===== src/rtl/board_ram_arbiter_if.sv =====
// rtl/board_ram_arbiter_if.sv - port bundle between board_ram_arbiter, its clients and the board RAM
//
// Purpose: groups the VGA fetch port, the game access port, the clear control
// and the single RAM port into one bundle.
// Modports:
//    slave  - the arbiter: takes vga/game/clear requests and ram_rdata, drives
//             vga_data, game_gnt/rvalid/rdata, clear_busy/done and the RAM port
//    master - the clients and RAM model: the opposite directions
interface board_ram_arbiter_if #(
   parameter int ADDR_W = 12,
   parameter int DATA_W = 3
);
   logic              vga_valid;
   logic [5:0]        vga_x;
   logic [5:0]        vga_y;
   logic [DATA_W-1:0] vga_data;

   logic              game_req;
   logic              game_we;
   logic [5:0]        game_x;
   logic [5:0]        game_y;
   logic [DATA_W-1:0] game_wdata;
   logic              game_gnt;
   logic              game_rvalid;
   logic [DATA_W-1:0] game_rdata;

   logic              clear_start;
   logic              clear_busy;
   logic              clear_done;

   logic [ADDR_W-1:0] ram_addr;
   logic              ram_we;
   logic [DATA_W-1:0] ram_wdata;
   logic [DATA_W-1:0] ram_rdata;

   modport slave (
      input  vga_valid, vga_x, vga_y,
      output vga_data,
      input  game_req, game_we, game_x, game_y, game_wdata,
      output game_gnt, game_rvalid, game_rdata,
      input  clear_start,
      output clear_busy, clear_done,
      output ram_addr, ram_we, ram_wdata,
      input  ram_rdata
   );

   modport master (
      output vga_valid, vga_x, vga_y,
      input  vga_data,
      output game_req, game_we, game_x, game_y, game_wdata,
      input  game_gnt, game_rvalid, game_rdata,
      output clear_start,
      input  clear_busy, clear_done,
      input  ram_addr, ram_we, ram_wdata,
      output ram_rdata
   );
endinterface


===== src/rtl/board_ram_arbiter.sv =====
// rtl/board_ram_arbiter.sv - one-slot-per-cycle arbiter for the 64x64 board-state RAM
//
// Purpose: shares the single-port board RAM between the VGA scanner (read-only,
// highest priority unless a game request has waited MAX_WAIT cycles), the game
// updater (read/write) and a full-board fill sequence started by clear_start.
// Ports:
//    clk   - 25 MHz pixel clock
//    reset - asynchronous, active-low
//    bus   - board_ram_arbiter_if.slave: VGA fetch, game access, clear control,
//            and the RAM port (ram_addr/ram_we/ram_wdata out, ram_rdata in)
module board_ram_arbiter #(
   parameter int                ADDR_W     = 12,
   parameter int                DATA_W     = 3,
   parameter int                MAX_WAIT   = 4,
   parameter logic [DATA_W-1:0] FILL_VALUE = 3'd1
) (
   input  logic                clk,
   input  logic                reset,
   board_ram_arbiter_if.slave  bus
);
   localparam int                WAIT_W     = $clog2(MAX_WAIT + 1);
   localparam logic [WAIT_W-1:0] MAX_WAIT_V = WAIT_W'(MAX_WAIT);

   typedef enum logic {IDLE, CLEAR} state_t;

   state_t            state, state_nxt;
   logic [ADDR_W-1:0] clr_addr, clr_addr_nxt;
   logic [ADDR_W-1:0] last_addr;
   logic [WAIT_W-1:0] wait_cnt, wait_nxt;
   logic [ADDR_W-1:0] vga_addr, game_addr;
   logic              vga_need, forced, vga_sel, game_sel, clr_sel, last_clr;
   logic              vga_pend, rd_pend;
   logic [DATA_W-1:0] vga_q, rdata_q;

   assign vga_addr  = {bus.vga_y, bus.vga_x};
   assign game_addr = {bus.game_y, bus.game_x};

   // Slot decision and next-state
   always_comb begin
      state_nxt    = state;
      clr_addr_nxt = clr_addr;
      wait_nxt     = wait_cnt;

      // VGA only needs the RAM when it moves to a cell it has not fetched yet
      vga_need = bus.vga_valid && (vga_addr != last_addr);
      // A starved game request overrides VGA, but never while clearing
      forced   = (state == IDLE) && bus.game_req && (wait_cnt >= MAX_WAIT_V);
      vga_sel  = vga_need && !forced;
      game_sel = !vga_sel && bus.game_req && (state == IDLE);
      clr_sel  = !vga_sel && (state == CLEAR);
      last_clr = clr_sel && (clr_addr == '1);

      case (state)
         IDLE: begin
            if (bus.clear_start) begin
               state_nxt    = CLEAR;
               clr_addr_nxt = '0;
            end
         end
         CLEAR: begin
            if (clr_sel) begin
               clr_addr_nxt = clr_addr + 1'b1;
               if (last_clr) begin
                  state_nxt = IDLE;
               end
            end
         end
         default: state_nxt = IDLE;
      endcase

      // Waiting is only accounted while the game could have been served
      if (!bus.game_req || game_sel) begin
         wait_nxt = '0;
      end else if ((state == IDLE) && (wait_cnt < MAX_WAIT_V)) begin
         wait_nxt = wait_cnt + 1'b1;
      end
   end

   // RAM port and pulse outputs; forced low while reset is asserted so the
   // RAM sees no access the instant reset falls
   always_comb begin
      bus.ram_addr  = '0;
      bus.ram_we    = 1'b0;
      bus.ram_wdata = '0;
      if (reset) begin
         if (vga_sel) begin
            bus.ram_addr = vga_addr;
         end else if (game_sel) begin
            bus.ram_addr  = game_addr;
            bus.ram_we    = bus.game_we;
            bus.ram_wdata = bus.game_wdata;
         end else if (clr_sel) begin
            bus.ram_addr  = clr_addr;
            bus.ram_we    = 1'b1;
            bus.ram_wdata = FILL_VALUE;
         end
      end
      bus.game_gnt    = reset && game_sel;
      bus.clear_done  = reset && last_clr;
      bus.game_rvalid = rd_pend;
      bus.game_rdata  = rd_pend ? bus.ram_rdata : rdata_q;
   end

   always_ff @(posedge clk or negedge reset) begin
      if (!reset) begin
         state     <= IDLE;
         clr_addr  <= '0;
         wait_cnt  <= '0;
         last_addr <= '1;
         vga_pend  <= 1'b0;
         rd_pend   <= 1'b0;
         vga_q     <= '0;
         rdata_q   <= '0;
      end else begin
         state    <= state_nxt;
         clr_addr <= clr_addr_nxt;
         wait_cnt <= wait_nxt;
         if (vga_sel) begin
            last_addr <= vga_addr;
         end
         // ram_rdata arrives the cycle after the address; register it once more
         vga_pend <= vga_sel;
         if (vga_pend) begin
            vga_q <= bus.ram_rdata;
         end
         rd_pend <= game_sel && !bus.game_we;
         if (rd_pend) begin
            rdata_q <= bus.ram_rdata;
         end
      end
   end

   assign bus.vga_data   = vga_q;
   assign bus.clear_busy = (state == CLEAR);
endmodule


===== src/flat_wrapper.sv =====
// flat-port wrapper written by rule: the top's interface ports become plain ports
module board_ram_arbiter_flat 
#(
   parameter int                ADDR_W     = 12,
   parameter int                DATA_W     = 3,
   parameter int                MAX_WAIT   = 4,
   parameter logic [DATA_W-1:0] FILL_VALUE = 3'd1
)
  (clk, reset, bus_vga_valid, bus_vga_x, bus_vga_y, bus_vga_data, bus_game_req, bus_game_we, bus_game_x, bus_game_y, bus_game_wdata, bus_game_gnt, bus_game_rvalid, bus_game_rdata, bus_clear_start, bus_clear_busy, bus_clear_done, bus_ram_addr, bus_ram_we, bus_ram_wdata, bus_ram_rdata);
  board_ram_arbiter_if #(.ADDR_W(ADDR_W), .DATA_W(DATA_W)) bus_i ();
  input  logic clk;
  input  logic reset;
  input wire logic [$bits(bus_i.vga_valid)-1:0] bus_vga_valid;
  input wire logic [$bits(bus_i.vga_x)-1:0] bus_vga_x;
  input wire logic [$bits(bus_i.vga_y)-1:0] bus_vga_y;
  output wire logic [$bits(bus_i.vga_data)-1:0] bus_vga_data;
  input wire logic [$bits(bus_i.game_req)-1:0] bus_game_req;
  input wire logic [$bits(bus_i.game_we)-1:0] bus_game_we;
  input wire logic [$bits(bus_i.game_x)-1:0] bus_game_x;
  input wire logic [$bits(bus_i.game_y)-1:0] bus_game_y;
  input wire logic [$bits(bus_i.game_wdata)-1:0] bus_game_wdata;
  output wire logic [$bits(bus_i.game_gnt)-1:0] bus_game_gnt;
  output wire logic [$bits(bus_i.game_rvalid)-1:0] bus_game_rvalid;
  output wire logic [$bits(bus_i.game_rdata)-1:0] bus_game_rdata;
  input wire logic [$bits(bus_i.clear_start)-1:0] bus_clear_start;
  output wire logic [$bits(bus_i.clear_busy)-1:0] bus_clear_busy;
  output wire logic [$bits(bus_i.clear_done)-1:0] bus_clear_done;
  output wire logic [$bits(bus_i.ram_addr)-1:0] bus_ram_addr;
  output wire logic [$bits(bus_i.ram_we)-1:0] bus_ram_we;
  output wire logic [$bits(bus_i.ram_wdata)-1:0] bus_ram_wdata;
  input wire logic [$bits(bus_i.ram_rdata)-1:0] bus_ram_rdata;
  assign bus_i.vga_valid = bus_vga_valid;
  assign bus_i.vga_x = bus_vga_x;
  assign bus_i.vga_y = bus_vga_y;
  assign bus_vga_data = bus_i.vga_data;
  assign bus_i.game_req = bus_game_req;
  assign bus_i.game_we = bus_game_we;
  assign bus_i.game_x = bus_game_x;
  assign bus_i.game_y = bus_game_y;
  assign bus_i.game_wdata = bus_game_wdata;
  assign bus_game_gnt = bus_i.game_gnt;
  assign bus_game_rvalid = bus_i.game_rvalid;
  assign bus_game_rdata = bus_i.game_rdata;
  assign bus_i.clear_start = bus_clear_start;
  assign bus_clear_busy = bus_i.clear_busy;
  assign bus_clear_done = bus_i.clear_done;
  assign bus_ram_addr = bus_i.ram_addr;
  assign bus_ram_we = bus_i.ram_we;
  assign bus_ram_wdata = bus_i.ram_wdata;
  assign bus_i.ram_rdata = bus_ram_rdata;
  board_ram_arbiter #(.ADDR_W(ADDR_W), .DATA_W(DATA_W), .MAX_WAIT(MAX_WAIT), .FILL_VALUE(FILL_VALUE)) u_core (.clk(clk), .reset(reset), .bus(bus_i));
endmodule

===== config.mk =====
export PLATFORM = sky130hd
export DESIGN_NAME = board_ram_arbiter_flat
export DESIGN_NICKNAME = d
export VERILOG_FILES = /design/src/rtl/board_ram_arbiter_if.sv /design/src/rtl/board_ram_arbiter.sv /design/src/flat_wrapper.sv
export SDC_FILE = /design/constraint.sdc
export NUM_CORES = 1
export LEC_CHECK = 0
export ABC_CLOCK_PERIOD_IN_PS = 2200
export BUFFER_PORTS_ARGS = -buffer_cell sky130_fd_sc_hd__buf_2
export CAP_MARGIN = 10
export CORE_MARGIN = 2
export CORE_UTILIZATION = 30
export CTS_BUF_LIST = sky130_fd_sc_hd__clkbuf_4 sky130_fd_sc_hd__clkbuf_8 sky130_fd_sc_hd__clkbuf_16
export DETAILED_ROUTE_END_ITERATION = 12
export PLACE_DENSITY = 0.51
export SYNTH_ARGS = -nofsm -noshare
export SYNTH_HDL_FRONTEND = slang
export SYNTH_SLANG_ARGS = --single-unit
export TNS_END_PERCENT = 20

===== constraint.sdc =====
create_clock -name clk -period 2.2 [get_ports clk]
set_input_delay 0.55 -clock clk [delete_from_list [all_inputs] [get_ports clk]]
set_output_delay 0.55 -clock clk [all_outputs]
set_load 0.01 [all_outputs]

# Word-level counts from Yosys, hierarchy flattened
# Cells that the tools add are included.
# word_totals
input_bits	36
regBits	36
wordCells	58
output_inout_bits	26
# classes
add_sub_neg	2
eq_ne	4
reduce_logical	19
n_lt_le_gt_ge	2
n_mux	22
n_bitwise	1
# op_table
operator	count
2-to-1 mux 12 bit	6
one-hot mux 12 bit (2 select lines)	1
2-to-1 mux 3 bit	6
adder 12 x 1 -> 12 bit (second input constant)	1
== test 12 bit (second input constant)	1
logical AND 1 bit	12
!= test 12 bit	1
2-to-1 mux 1 bit	8
logical NOT 1 bit	4
!= test 2 bit (second input constant)	2
adder 3 x 1 -> 3 bit (second input constant)	1
greater-or-equal comparator 3 bit (second input constant)	1
less-than comparator 3 bit (second input constant)	1
one-hot mux 1 bit (2 select lines)	1
AND reduction 2 bit	1
nonzero test 2 bit	1
logical OR 1 bit	1
NOT 1 bit	1

# Logic depth before layout (Yosys ltp)
# depth
depth_word	11
ltp_mapped	7

# Least setup slack after synthesis
# No wires, ideal clock.
# synth_path
kind	input-to-output
startpoint	input bus_vga_x[4]
endpoint	output bus_ram_addr[4]
path_slack_ps	-172
path_buffers	2
path_stages	7
arrival_time_ps	1822
t_required_ps	1650
cell_sequence	xor2_1 -> nor4_2 -> a41o_2 -> buf_8 -> buf_12 -> nand2_1 -> a31oi_1
# synth_between
elab_chain_cells	9
word_cells_on_any_way	11
cone_classes	eq/ne (1); mux (4); reduce/logical (6)
# synth_rtl
item	line	source
from (decl)	flat_wrapper.sv:14	input wire logic [$bits(bus_i.vga_x)-1:0] bus_vga_x;
!= test 12 bit	board_ram_arbiter.sv:45	vga_need = bus.vga_valid && (vga_addr != last_addr);
logical AND 1 bit	board_ram_arbiter.sv:45	
logical AND 1 bit	board_ram_arbiter.sv:48	vga_sel = vga_need && !forced;
logical NOT 1 bit	board_ram_arbiter.sv:49, board_ram_arbiter.sv:50	
logical AND 1 bit (on tied branches)	board_ram_arbiter.sv:50, board_ram_arbiter.sv:49	
2-to-1 mux 12 bit / logical AND 1 bit (equally long branches)	board_ram_arbiter.sv:92, board_ram_arbiter.sv:49	
2-to-1 mux 12 bit	board_ram_arbiter.sv:88	end else if (game_sel) begin
2-to-1 mux 12 bit (*)	board_ram_arbiter.sv:86	if (vga_sel) begin
2-to-1 mux 12 bit (*)	board_ram_arbiter.sv:85	if (reset) begin
to (decl)	flat_wrapper.sv:28	output wire logic [$bits(bus_i.ram_addr)-1:0] bus_ram_addr;
# Mark *: on every way between the ends. The rest lies on a longest branch, timed or not.

# Final worst setup path
# layout_path
startpoint	register u_core.last_addr[4]
endpoint	output bus_ram_addr[10]
# layout_between
elab_chain_cells	9
word_cells_on_any_way	11
cone_classes	eq/ne (1); mux (4); reduce/logical (6)
# layout_rtl
item	line	source
from (decl)	board_ram_arbiter.sv:28	logic [ADDR_W-1:0] last_addr;
from (signal assigned)	board_ram_arbiter.sv:119	last_addr <= vga_addr;
!= test 12 bit (*)	board_ram_arbiter.sv:45	
logical AND 1 bit (*)	board_ram_arbiter.sv:45	
logical AND 1 bit (*)	board_ram_arbiter.sv:48	
logical NOT 1 bit	board_ram_arbiter.sv:49, board_ram_arbiter.sv:50	
logical AND 1 bit (on tied branches)	board_ram_arbiter.sv:50, board_ram_arbiter.sv:49	
2-to-1 mux 12 bit / logical AND 1 bit (equally long branches)	board_ram_arbiter.sv:92, board_ram_arbiter.sv:49	
2-to-1 mux 12 bit	board_ram_arbiter.sv:88	
2-to-1 mux 12 bit (*)	board_ram_arbiter.sv:86	
2-to-1 mux 12 bit (*)	board_ram_arbiter.sv:85	
# Marked as above.

==> results.md <==
* Arrival time at the worst endpoint at roughly 2.2 ns
* Net Count, Synth at 250
* CTS tree: yes
* Status: finished with violations
* Final hold vios at 0
* DIE AREA at 8030 µm²
* Cells after Synth at about 210
* Pleak at about 0.0015 µW
* Worst Hold Margin at 0.227 ns
* Distinct cells, synth at 46
* Relative slew slack at 0.636
* Critical-path top delay cell: dfstp_2
* RSZ-0062 raised after global routing: yes
* Fin crit period at ~2.7 ns
* Clock sinks at 36
* Final ANT Viol Nets at 0
* #FFs+latches synth at 36
* Ys async rst share at 1.00
* Top cells by count, synth: 31 x nand2_1, 24 x dfrtp_1, 20 x mux2_2
* Pre-Repair DR Iteration Count at 4
* Yosys Warn Count at 0
* Slowest stage delay, CP at ~0.54 ns
* DR vias/cell at around 4.7
* Final Util at 0.435
* Final Setup Violations at 18
* Routed vias at slightly below 2000
* GR Overflow Total at 0
* WL/cell at approximately 14 µm
* HPWL Detailed at roughly 4.4 mm
* Largest net degree at the start of global routing at 45
* Critical path cell sequence: xor2_1, nor4_2, a31oi_2, buf_6, nand3b_1, a31oi_2, buf_2
* Buffers on Ports at between 60 and 70
* Min-delay worst type: in -> async
* Placer Congestion at roughly 0.74
* Die height at approximately 90 µm
* DRC at 0
* Pins Over Slew Limit at 0
* Crit-path max FO at 9
* CTS Hold Buffers Added at 0
* Primary FF master, synth: dfrtp_1
* PnR worst setup slack at -0.521 ns
* Worst R2R Start: u_core.last_addr[4]$_DFFE_PN1P_
* Layout cell share with drive strength beyond 1 at 0.542
* Failing checks: negative setup slack
* Max Cap Violations at 0
* Synth top area share at 0.273
* Avg Synthesized Cell Area at between 10 and 15 µm²
* DR iter-0 viols at 67
* Worst r2r path cells at 8
* Total GRT Usage at 0.152
* Core area at about 7200 µm²
* Overall routed net length at between 5 and 6 mm
* Skew-Pair Late Insertion Delay at about 0.29 ns
* Die W at between 80 and 90 µm
* Worst EP required at roughly 1.7 ns
* CTS clk-pin slew, worst paths at 0.07 ns
* Register area share after synthesis at 0.417
* Fillers at between 700 and 800
* Pwr dens at ~680 nW/µm²
* Worst r2r dst: u_core.clr_addr[2]$_DFFE_PN0P_
* VDD IR max at roughly 0.33 mV
* Syn Std Cell Area at approximately 2200 µm²
* Yosys top cell by area: dfrtp_1
* Most common cell in the netlist: nand2_1
* CP Class: reg -> out
* H-tree levels at 2
* Initial antenna violation count at 0
* Setup slack, reg-to-reg at roughly 0.11 ns
* Fin nets at approximately 350
* Synth-to-layout area growth at 41.9%
* Row count at 31
* Least-Margin Pin Slew at between 0.5 and 0.6 ns
* CTS buffer count at 5
* Worst-case clock buffer depth at 2
* CTS Root Cell: clkbuf_8
* Largest cells by area after synthesis: dfrtp_1 27%, dfstp_2 14%, mux2_2 10%
* Starting density of the core at 0.306
* # diodes at 0
* Period utilization at 1.24
* Ports at between 60 and 70
* FMAX at about 370 MHz
* Global-route wire length before repair at ~9.2 mm
* Critical path capture point type: output pin
* Post-synth EDFFs at 0
* Skew final at between 0.007 and 0.008 ns
* Most common cell on crit path: a31oi_2
* Startpoint types: flip-flop
* Vias in the first global route at around 1900
stage by stage:
step / cell area, µm² / power (µW) / cells / worst slack, ns / TNS (ns)
final: 3120 / 2120 / 409 / -0.521 / -8.27
after floorplan: 2230 / 1090 / 212 / -0.135 / -1.69
after global routing: 3120 / 2240 / 409 / -0.686 / -11.35
after global placement: 2870 / 1300 / 397 / -0.464 / -8.09
after CTS: 3080 / 2150 / 406 / -0.553 / -8.93
after detailed placement: 2870 / 1300 / 397 / -0.469 / -8.02
registers in the layout (all words and copies together) (netlist names):
signal / cells
u_core.bus.clear_busy: 1
u_core.bus.game_rvalid: 1
u_core.bus.vga_data: 3
u_core.clr_addr: 12
u_core.last_addr: 12
u_core.rdata_q: 3
u_core.vga_pend: 1
u_core.wait_cnt: 3
worst max-delay path, delay by kind of cell, from the launching register on:
family,cells,cell delay [ns]
AO/OA/AOI/OAI,2,0.41
XOR/XNOR,1,0.07
buffers and inverters,2,0.34
flip-flops,1,0.54
AND/OR/NAND/NOR,2,0.51
where the power goes:
part	leakage [µW]	switching (µW)	internal, µW
clock	0.0000784	253	567
combinational	0.00100	227	251
sequential	0.000436	69.8	755
cells in the final DEF (no fill, tap or decap), types with 4 or more instances in the layout:
master	instances
nor2_1	11
inv_1	6
nor2b_1	5
dfstp_2	12
mux2i_1	7
nand3b_1	8
dfrtp_1	24
and3_1	9
buf_6	5
mux2_2	20
buf_2	61
a31oi_2	6
xor2_1	10
clkbuf_8	5
buf_4	34
nand2_1	29
nand3_1	4
cell type report:
| class | instances | area [µm²] | area share |
|---|---|---|---|
| Multi-Input combinational cell | 158 | 1240 | 0.398 |
| Inverter | 6 | 22.5 | 0.00722 |
| Clock buffer | 5 | 68.8 | 0.0221 |
| Clock inverter | 3 | 90.1 | 0.0289 |
| Sequential cell | 36 | 916 | 0.294 |
| Tap cell | 99 | 124 | 0.0397 |
| Timing Repair Buffer | 102 | 657 | 0.211 |
layer usage:
metal,global-route usage,part of all wire,vias to the layer above
met1,0.201,0.48,920
met2,0.255,0.45,57
met5,0,0,-
met4,0.0285,0.0063,0
met3,0.0356,0.060,5
li1,-,-,947
repair_timing:
| item | 4_1_cts | 5_1_grt |
|---|---|---|
| setup endpoints to repair | 18 | 21 |
| pin swaps | 1 | 3 |
| resized for setup | 8 | 7 |
| setup buffers | 1 | 3 |
how the worst max path moves through the flow:
stage,from,endpoint,slack (ns),cells after the start
finish,u_core.last_addr[4]$_DFFE_PN1P_,bus_ram_addr[10],-0.52,7
global route,u_core.last_addr[4]$_DFFE_PN1P_,bus_ram_addr[3],-0.69,7
detailed placement,bus_vga_x[0],bus_ram_addr[10],-0.47,8
floorplan,bus_vga_x[4],bus_ram_addr[4],-0.14,7
CTS,u_core.last_addr[4]$_DFFE_PN1P_,bus_ram_addr[10],-0.55,7
global placement,bus_vga_x[2],bus_ram_addr[10],-0.46,8
logic make-up (layout without fill, tap and decap cells):
| group | after synthesis | in the layout | share of synthesized area |
|---|---|---|---|
| AO/OA/AOI/OAI | 32 | 32 | 0.122 |
| flip-flops | 36 | 36 | 0.417 |
| XOR/XNOR | 12 | 12 | 0.0478 |
| AND/OR/NAND/NOR | 85 | 85 | 0.217 |
| adder cells (fa/ha/maj) | 2 | 2 | 0.0114 |
| buffers and inverters | 18 | 116 | 0.0506 |
| multiplexers | 27 | 27 | 0.134 |
No activity file was read; power rests on OpenSTA's default activity.
